## src/rtl/icache_ctrl_if.sv

```systemverilog
// Datapath and memory-side signals of the direct-mapped instruction cache.
// slave is the cache's view; master is the datapath plus memory model.
interface icache_ctrl_if;
  logic        imemREN;
  logic [31:0] imemaddr;
  logic        ihit;
  logic [31:0] imemload;
  logic        flush;
  logic        iREN;
  logic [31:0] iaddr;
  logic        iwait;
  logic [31:0] iload;

  modport slave (
    input  imemREN, imemaddr, flush, iwait, iload,
    output ihit, imemload, iREN, iaddr
  );

  modport master (
    output imemREN, imemaddr, flush, iwait, iload,
    input  ihit, imemload, iREN, iaddr
  );
endinterface

```

## src/rtl/icache_ctrl.sv

```systemverilog
// Direct-mapped instruction cache controller with one-word frames.
// Hits are combinational in IDLE; misses refill through a single FETCH state.
module icache_ctrl #(
  parameter int unsigned SETS = 16
) (
  input logic         CLK,
  input logic         RST,
  icache_ctrl_if.slave bus
);

  localparam int unsigned IdxW = $clog2(SETS);
  localparam int unsigned TagW = 30 - IdxW;

  typedef enum logic [0:0] {StIdle, StFetch} state_t;

  state_t            state_q, state_d;
  logic [31:0]       miss_addr_q, miss_addr_d;
  logic [SETS-1:0]   valid_q;
  logic [TagW-1:0]   tag_q  [SETS];
  logic [31:0]       data_q [SETS];

  logic [IdxW-1:0]   req_idx, miss_idx;
  logic [TagW-1:0]   req_tag, miss_tag;
  logic              fill, flush_now;
  logic              ihit, iren;
  logic [31:0]       imemload, iaddr;

  assign req_idx  = bus.imemaddr[IdxW+1:2];
  assign req_tag  = bus.imemaddr[31:IdxW+2];
  assign miss_idx = miss_addr_q[IdxW+1:2];
  assign miss_tag = miss_addr_q[31:IdxW+2];

  always_comb begin
    state_d     = state_q;
    miss_addr_d = miss_addr_q;
    ihit        = 1'b0;
    imemload    = '0;
    iren        = 1'b0;
    iaddr       = bus.imemaddr;
    fill        = 1'b0;
    flush_now   = 1'b0;
    unique case (state_q)
      StIdle: begin
        // A flush cycle neither hits nor starts a refill.
        if (bus.flush) begin
          flush_now = 1'b1;
        end else if (bus.imemREN) begin
          if (valid_q[req_idx] && (tag_q[req_idx] == req_tag)) begin
            ihit     = 1'b1;
            imemload = data_q[req_idx];
          end else begin
            miss_addr_d = bus.imemaddr;
            state_d     = StFetch;
          end
        end
      end
      StFetch: begin
        iren  = 1'b1;
        iaddr = miss_addr_q;
        if (!bus.iwait) begin
          fill    = 1'b1;
          state_d = StIdle;
        end
      end
      default: state_d = StIdle;
    endcase
  end

  always_ff @(posedge CLK or posedge RST) begin
    if (RST) begin
      state_q     <= StIdle;
      miss_addr_q <= '0;
      valid_q     <= '0;
    end else begin
      state_q     <= state_d;
      miss_addr_q <= miss_addr_d;
      if (flush_now) begin
        valid_q <= '0;
      end else if (fill) begin
        valid_q[miss_idx] <= 1'b1;
      end
    end
  end

  // Tag and data storage carry no reset; valid_q gates every use of them.
  always_ff @(posedge CLK) begin
    if (fill) begin
      tag_q[miss_idx]  <= miss_tag;
      data_q[miss_idx] <= bus.iload;
    end
  end

  assign bus.ihit     = ihit;
  assign bus.imemload = imemload;
  assign bus.iREN     = iren;
  assign bus.iaddr    = iaddr;

endmodule
```

## src/flat_wrapper.sv

```systemverilog
// flat-port wrapper written by rule: the top's interface ports become plain ports
module icache_ctrl_flat 
#(
  parameter int unsigned SETS = 16
)
  (CLK, RST, bus_imemREN, bus_imemaddr, bus_flush, bus_iwait, bus_iload, bus_ihit, bus_imemload, bus_iREN, bus_iaddr);
  icache_ctrl_if bus_i ();
  input logic CLK;
  input logic RST;
  input wire logic [$bits(bus_i.imemREN)-1:0] bus_imemREN;
  input wire logic [$bits(bus_i.imemaddr)-1:0] bus_imemaddr;
  input wire logic [$bits(bus_i.flush)-1:0] bus_flush;
  input wire logic [$bits(bus_i.iwait)-1:0] bus_iwait;
  input wire logic [$bits(bus_i.iload)-1:0] bus_iload;
  output wire logic [$bits(bus_i.ihit)-1:0] bus_ihit;
  output wire logic [$bits(bus_i.imemload)-1:0] bus_imemload;
  output wire logic [$bits(bus_i.iREN)-1:0] bus_iREN;
  output wire logic [$bits(bus_i.iaddr)-1:0] bus_iaddr;
  assign bus_i.imemREN = bus_imemREN;
  assign bus_i.imemaddr = bus_imemaddr;
  assign bus_i.flush = bus_flush;
  assign bus_i.iwait = bus_iwait;
  assign bus_i.iload = bus_iload;
  assign bus_ihit = bus_i.ihit;
  assign bus_imemload = bus_i.imemload;
  assign bus_iREN = bus_i.iREN;
  assign bus_iaddr = bus_i.iaddr;
  icache_ctrl #(.SETS(SETS)) u_core (.CLK(CLK), .RST(RST), .bus(bus_i));
endmodule
```

## config.mk

```make
export PLATFORM = sky130hd
export DESIGN_NAME = icache_ctrl_flat
export DESIGN_NICKNAME = d
export VERILOG_FILES = /design/src/rtl/icache_ctrl_if.sv /design/src/rtl/icache_ctrl.sv /design/src/flat_wrapper.sv
export SDC_FILE = /design/constraint.sdc
export NUM_CORES = 1
export LEC_CHECK = 0
export ABC_AREA = 0
export BUFFER_PORTS_ARGS = -buffer_cell sky130_fd_sc_hd__buf_2
export CAP_MARGIN = 40
export CORE_MARGIN = 1.5
export CORE_UTILIZATION = 51
export DETAILED_ROUTE_END_ITERATION = 8
export PLACE_DENSITY_LB_ADDON = 0.15
export SLEW_MARGIN = 20
export SYNTH_ARGS = -nofsm -noshare
export SYNTH_HDL_FRONTEND = slang
export SYNTH_SLANG_ARGS = --single-unit
```

## constraint.sdc

```tcl
create_clock -name CLK -period 6.6 [get_ports CLK]
set_input_delay 0.33 -clock CLK [delete_from_list [all_inputs] [get_ports CLK]]
set_output_delay 0.33 -clock CLK [all_outputs]
set_load 0.02 [all_outputs]
```

==> metrics.md, run 1 <==
| Metric | Value |
|---|---|
| Number of DRC markers in iteration 0 | 2147 |
| Reg-to-Reg End | u_core.miss_addr_q[9] |
| Vias in the first global route | 19689 |
| Worst r2r path cells | 9 |
| Fin crit period | 5.09 ns |
| Worst Setup EP | bus_imemload[30] |
| Clk network pwr share | 40.3% |
| Final setup vio count | 0 |
| Avg WL per Cell | 29.7 um |
| P&R area growth vs syn | 13.8% |
| Skew-Pair Late Insertion Delay | 0.65 ns |
| Syn_nets | 1916 |
| Boundary pin count | 135 |
| Port Buffers | 134 |
| Inserted Clock Buffers | 98 |
| Asr flop ratio synth | 5.02% |
| Total GRT Usage | 23.8% |
| Max Cap Viol | 0 |
| Core Region | 75800 um^2 |
| H-tree depth | 3 |
| Post-CTS Repair Setup Buffers | 0 |
| Storage element area | 29100 um^2 |
| Placed Area | 41100 um^2 |
| Root buf cell | clkbuf_16 |
| Die ar. | 78100 um^2 |
| Hold path start | bus_iload[20] |
| Sequential Power Share | 53.3% |
| Post-Syn Instances | 1847 |
| Fin. Hold Viols | 0 |
| Reg clk slew, reported paths | 0.06 ns |
| # clock sinks | 977 |
| Wirelength, routed | 91.6 mm |
| Multi-input logic area | 9390 um^2 |
| Post-DP HPWL | 49.6 mm |
| Yosys warns | 0 |
| Fin worst setup slack | 1.51 ns |
| Crit end category | output port |
| Fillers | 5535 |
| Crit Path Class | in2out |
| Startpoint Class | primary input |
| Clock Skew | 0.0162 ns |
| Number of synthesized flops with an enable pin | 928 |
| Rows | 101 |
| Pre-CTS WS | 1.58 ns |
| First-pass GRT wire length | 135 mm |
| Nets | 2095 |
| Synth area leaders | edfxtp_1 71%, mux4_2 15%, dfrtp_1 3.1% |
| Post-DRT Antenna Nets | 0 |
| Yosys top cell by area | edfxtp_1 |
| Drc violations | 0 |
| Max_slew headroom | 33.6% |
| Crit. Startpoint | bus_imemaddr[3] |
| Slew @ Worst Pin | 0.996 ns |
| Leakage | 14.6 nW |
| Non-Filler Instances | 3087 |
| Flops & latches, synth | 977 |
| Final Max Slew Viols | 0 |
| Main synth FF type | edfxtp_1 |
| P per Cell Area | 309 nW/um^2 |
| Crit path DAT | 4.76 ns |
| Initial antenna violation count | 8 |
| Switching share of total power | 22.5% |
| Setup_tns | 0 ns |
| Peak supply drop | 199 uV |
| Chip width | 279 um |
| CTS Buffer Depth | 3 |
| Fmax | 0.196 GHz |
| Inst Count DP | 2900 |
| Int Pwr | 10.6 mW |
| R2r setup slk | 3.01 ns |
| Reg2reg start | u_core.tag_q[7][14] |
| CP max FO | 59 |
| DR vias | 19647 |
| Starting density of the core | 51.4% |
| Seq/Total Area, Yosys | 74.6% |
| RSZ-0062 raised after global routing | no |
| Drt first pass iters | 5 |
| Post-CTS sizing | 0 |
| Comb pwr share | 6.4% |
| Share of the synthesized area in the top cell type | 71.5% |
| Layout cell share with drive strength beyond 1 | 30.8% |
| Vias/cell | 6.36 |
| Crit path required time | 6.27 ns |
| Cell variety after synth | 65 |
| Finished Cell Area | 44400 um^2 |
| Mean post-synth cell area | 21.1 um^2 |
| Outcome | completed |
| HP Class | in2reg |
| CTS tree | done |
| Hold-fix buffers, CTS | 2 |
| Fin crit share | 77.2% |
| Gr ovfl total | 0 |
| Mapped cell area | 39000 um^2 |
| Largest net degree at the start of global routing | 107 |
| Sw Pwr | 3.08 mW |
| GPL Wtd Cong | 0.803 |
| Die H | 279 um |
| Tightest hold margin | 0.0439 ns |
-- critical path, stage by stage --
cell	delay, ns
buf_6	0.53
buf_4	0.60
mux4_2	0.38
mux2i_1	0.33
a21oi_1	0.16
xor2_1	0.18
a2111o_1	0.44
nor3_4	0.16
buf_4	0.43
nand4_4	0.39
buf_12	0.31
nor2b_1	0.16
buf_2	0.18
-- cell families (layout without fill, tap and decap cells) --
group | after synthesis | count (layout) | synth area share (%)
AO/OA/AOI/OAI | 149 | 149 | 2.64
XOR/XNOR | 19 | 19 | 0.427
buffers and inverters | 120 | 381 | 1.61
flip-flops | 977 | 977 | 74.6
multiplexers | 338 | 338 | 17.1
other | 0 | 1 | 0
AND/OR/NAND/NOR | 244 | 244 | 3.65
-- power groups by stage --
stage / registers [mW] / clock network [mW] / logic [mW]
2_1_floorplan: 7.33 / 0 / 0.582
3_3_place_gp: 7.42 / 0 / 0.849
3_5_place_dp: 7.45 / 0 / 0.875
4_1_cts: 7.32 / 5.62 / 0.881
5_1_grt: 7.34 / 5.86 / 0.944
6_report: 7.31 / 5.53 / 0.883
-- metal layers --
layer  global-route usage, %  share of wire, %
met5                       0             0.071
met4                    5.43               1.5
met3                    3.76               7.5
met2                    37.3                48
met1                    35.7                43
-- how the worst min path moves through the flow --
| stage | cells past startpoint | slack (ns) | to |
|---|---|---|---|
| 4_1_cts | 1 | 0.02 | u_core.data_q[0][22] |
| 3_3_place_gp | 1 | 0.45 | u_core.valid_q[7] |
| 3_5_place_dp | 1 | 0.46 | u_core.valid_q[12] |
| 2_1_floorplan | 0 | 0.43 | u_core.data_q[0][0] |
| 5_1_grt | 1 | 0.04 | u_core.data_q[6][19] |
| 6_report | 1 | 0.04 | u_core.data_q[0][20] |
-- synth_stat cells, types with 2 or more instances --
master	instances
or3_1	3
nand3_1	36
mux2i_1	48
buf_4	9
and2_1	25
buf_1	5
dfrtp_1	49
a211oi_1	3
o211ai_1	2
edfxtp_1	928
o21ai_0	42
nor3_1	10
o32a_1	2
nor2b_1	39
and3_1	5
xor2_1	9
inv_1	9
buf_2	31
a221o_1	2
a22o_1	2
nand2b_1	17
a221oi_1	5
a21o_1	17
clkbuf_1	52
mux2_2	32
o22ai_1	7
nand3b_1	4
xnor2_1	10
or4_1	3
nand2_1	25
nor4b_1	2
a22oi_1	34
a2bb2oi_1	6
a21oi_1	8
mux4_2	258
nor3b_1	2
nor2_1	26
or2_2	2
buf_6	14
o21ai_1	4
nand4_1	35
a31oi_1	2
-- per-stage QoR --
step | util, % | power, mW
floorplan | - | 7.91
global placement | 53.8 | 8.27
detailed placement | 54.2 | 8.32
finish | 58.5 | 13.7
CTS | 58.5 | 13.8
global route | 58.5 | 14.1
-- layout make-up --
class	instances	area share, %
Clock buffer	112	5.64
Sequential cell	977	65.6
Clock inverter	70	1.58
Timing Repair Buffer	190	3.20
Multi-Input combinational cell	750	21.2
Inverter	9	0.0818
Tap cell	978	2.76
Antenna cell	1	0.00564
-- layout by cell type, fill, tap and decap left out, types with 4 or more instances in the layout --
cell type,count
buf_12,12
a22oi_1,34
bufinv_16,12
a2bb2oi_1,6
nand2_1,25
mux4_2,258
clkbuf_1,14
edfxtp_1,928
nor2_4,12
buf_16,7
buf_4,34
nand2b_1,17
clkinv_8,5
clkinvlp_4,4
clkbuf_16,98
nor2b_1,39
xor2_1,9
dfrtp_1,48
and2_1,25
o21ai_0,42
nand4_1,35
o22ai_1,7
a221oi_1,5
xnor2_1,10
nor3_2,4
and3_1,5
mux2i_1,48
a21oi_1,8
nor3_1,6
buf_2,131
nand3b_1,4
nand3_1,36
mux2_2,32
o21ai_1,4
nor2_1,14
clkinv_2,17
a21o_1,17
inv_1,7
clkinv_1,27
-- flip-flops by register name (all words and copies together) (netlist names) --
name	cells
u_core.data_q	512
u_core.miss_addr_q	32
u_core.state_q	1
u_core.tag_q	416
u_core.valid_q	16
No activity file was read; power rests on OpenSTA's default activity.
==> run 2: changes to the inputs <==
==> constraint.sdc (replaced) <==
create_clock -name CLK -period 4.5 [get_ports CLK]
set_input_delay 0.225 -clock CLK [delete_from_list [all_inputs] [get_ports CLK]]
set_output_delay 0.225 -clock CLK [all_outputs]
set_load 0.02 [all_outputs]
==> run 2 against run 1 <==
  * Cell count grew 1.4%
  * Sequential power increased by 46%
  * Clock-buffer cell count is 7 higher
  * Utilization increased by 0.66 points
  * Final area increased by 1.1%
  * Sequential share of layout area fell by 0.73 points
  * First-iteration DRC count down 2.8%
  * Clock power grew 47%
  * Wire length is 1.7% higher
  * Critical path depth is 3 lower
  * Largest cell class unchanged
  * Highest routed layer unchanged
==> metrics.md, run 2 (synthesized netlist as in run 1, its figures left out) <==
| Metric | Value |
|---|---|
| Outcome | completed (unchanged) |
| Drt first pass iters | 6 (was 5) |
| Fin crit period | 4.09 ns |
| First-pass GRT wire length | 137 mm (was 135 mm) |
| Max reg flops | 512 (unchanged) |
| WHS Endpoint | u_core.miss_addr_q[19] (was u_core.data_q[0][20]) |
| Starting density of the core | 51.4% (unchanged) |
| Worst hold stages | 4 (was 1) |
| Top delay family on crit path | simple AND/OR/NAND/NOR gates (was buffers and inverters) |
| WL met2 | 44.7 mm (was 43.9 mm) |
| Total GRT Usage | 24.2% (was 23.8%) |
| Fin worst setup slack | 0.410 ns (was 1.51 ns) |
| Crit-path cells | mux4_2 > nand2_1 > o22ai_1 > a221o_1 > or4_1 > nor4b_4 > nand4_4 > buf_4 > nor2b_1 > buf_2 (was buf_6 > buf_4 > mux4_2 > mux2i_1 > a21oi_1 > xor2_1 > a2111o_1 > nor3_4 > buf_4 > nand4_4 > buf_12 > nor2b_1 > buf_2) |
| Skew-Pair Late Insertion Delay | 0.65 ns (about the same) |
| Max Cap Viol | 0 (unchanged) |
| Gr ovfl total | 0 (unchanged) |
| Startpoint Class | flip-flop (was primary input) |
| R2r setup slk | 1.07 ns (was 3.01 ns) |
| Slowest stage delay, CP | 0.55 ns (was 0.60 ns) |
| Initial antenna violation count | 2 (was 8) |
| Crit path required time | 4.28 ns (was 6.27 ns) |
| Wirelength, routed | 93.2 mm (was 91.6 mm) |
| Finished Cell Area | 44900 um^2 (was 44400 um^2) |
| Hold path start | bus_imemaddr[19] (was bus_iload[20]) |
| Avg WL per Cell | 29.8 um (was 29.7 um) |
| Post-DRT Antenna Nets | 0 (unchanged) |
| Inst Count DP | 2913 (was 2900) |
| # clock sinks | 977 (unchanged) |
| Reg-to-Reg End | u_core.miss_addr_q[22] (was u_core.miss_addr_q[9]) |
| Vias/cell | 6.33 (was 6.36) |
| Crit path DAT | 3.87 ns (was 4.76 ns) |
| Largest net degree at the start of global routing | 117 (was 107) |
| Most frequent cells in the layout | 928 x edfxtp_1, 258 x mux4_2, 131 x buf_2 (unchanged) |
| Final setup vio count | 0 (unchanged) |
| Post-CTS Repair Setup Buffers | 0 (unchanged) |
| Pre-CTS WS | 0.477 ns (was 1.58 ns) |
| Nets | 2142 (was 2095) |
| Core Region | 75800 um^2 (unchanged) |
| RSZ-0062 raised after global routing | no (unchanged) |
| P&R area growth vs syn | 15.1% (was 13.8%) |
| DR vias | 19798 (was 19647) |
| Non-Filler Instances | 3130 (was 3087) |
| CTS tree | done (unchanged) |
| Leakage | 14.8 nW (was 14.6 nW) |
| Final Max Slew Viols | 0 (unchanged) |
| Setup_tns | 0 ns (unchanged) |
| Top flop regs | u_core.data_q: 512 flops, u_core.tag_q: 416 flops, u_core.miss_addr_q: 32 flops (unchanged) |
| Worst r2r path cells | 9 (unchanged) |
| Fmax | 0.244 GHz |
| Die H | 279 um (unchanged) |
| Reg2reg start | u_core.tag_q[15][9] (was u_core.tag_q[7][14]) |
| CTS Buffer Depth | 3 (unchanged) |
| GPL Wtd Cong | 0.846 (was 0.803) |
| Drc violations | 0 (unchanged) |
| Number of DRC markers in iteration 0 | 2087 (was 2147) |
| Commonest non-fill, non-tap cell in the layout | edfxtp_1 (unchanged) |
| Placed Area | 41300 um^2 (was 41100 um^2) |
| Largest reg by FF count | u_core.data_q (unchanged) |
| Bufs and invs on worst path | 2 (was 5) |
| Met3 routed WL | 5.94 mm (was 6.87 mm) |
| Reg clk slew, reported paths | 0.06 ns (about the same) |
| Crit Path Class | reg2out (was in2out) |
| Total power | 20.2 mW (was 13.7 mW) |
| Vias in the first global route | 20123 (was 19689) |
| Peak supply drop | 270 uV (was 199 uV) |
| Slew @ Worst Pin | 0.874 ns (was 0.996 ns) |
| Port Buffers | 134 (unchanged) |
| Inserted Clock Buffers | 99 (was 98) |
| Post-DP HPWL | 49.9 mm (was 49.6 mm) |
| Layout cell share with drive strength beyond 1 | 30.8% (about the same) |
| Die ar. | 78100 um^2 (unchanged) |
| DR top layer | met5 (unchanged) |
| Fin crit share | 90.9% |
| Met1 wire length | 40.8 mm (was 39.3 mm) |
| Clock Skew | 0.0162 ns (about the same) |
| HP Class | in2reg (unchanged) |
| Levels on crit path | 10 (was 13) |
| Chip width | 279 um (unchanged) |
| H-tree depth | 3 (unchanged) |
| Root buf cell | clkbuf_16 (unchanged) |
| Rows | 101 (unchanged) |
| Crit path max-delay cell type | or4_1 (was buf_4) |
| P per Cell Area | 450 nW/um^2 (was 309 nW/um^2) |
| Fin. Hold Viols | 0 (unchanged) |
| Crit end category | output port (unchanged) |
| Boundary pin count | 135 (unchanged) |
| CP max FO | 33 (was 59) |
| Max_slew headroom | 41.7% (was 33.6%) |
run 2: where the power goes:
group / switching, mW / internal, mW
clock network: 3.41 / 4.73
registers: 0.369 / 10.4
logic: 0.758 / 0.569
run 2: worst register-to-register path, stage by stage, from the launching register on:
cell and delay, ns:
edfxtp_1 0.37, mux4_2 0.47, mux4_2 0.49, xnor2_1 0.34, nand3b_1 0.17, nand4bb_1 0.31, or3_1 0.61, buf_8 0.27
a22oi_1 0.16, nand3_1 0.11
run 2: metal layers:
layer  track usage [%]  vias up
met5                 0        -
li1                  -     8210
met2              37.8      781
met3              3.47      113
met1              36.3    10692
met4              6.43        2
run 2: cell type report:
| class | count | area, um^2 |
|---|---|---|
| flip-flops and latches | 977 | 29100 |
| multi-input cells | 750 | 9420 |
| clock buffers | 119 | 2590 |
| repair buffers | 236 | 1900 |
| fillers | 5479 | 30900 |
| diodes | 1 | 2.50 |
| inverters | 9 | 36.3 |
| clock inverters | 60 | 616 |
| well taps | 978 | 1220 |
run 2: repair_timing:
item | in CTS | in global routing
resized for setup | 0 | 0
hold buffers | 36 | 0
hold endpoints to repair | 564 | 0
run 2: how the worst max path moves through the flow:
| stage | slack, ns | to | startpoint |
|---|---|---|---|
| 2_1_floorplan | 0.40 | u_core.data_q[12][0] | u_core.state_q |
| 3_3_place_gp | 0.49 | u_core.miss_addr_q[24] | bus_imemaddr[2] |
| 3_5_place_dp | 0.48 | bus_imemload[18] | bus_imemaddr[2] |
| 4_1_cts | 0.37 | bus_imemload[12] | u_core.tag_q[7][20] |
| 5_1_grt | 0.24 | bus_imemload[31] | u_core.tag_q[7][20] |
| 6_report | 0.41 | bus_imemload[18] | u_core.tag_q[7][20] |
run 2: through the flow:
stage	utilization (%)	hold slack [ns]
after global placement	54.3	0.453
after CTS	59.2	0.0141
after floorplan	-	0.324
after global routing	59.2	0.0591
final	59.2	0.0520
after detailed placement	54.4	0.462
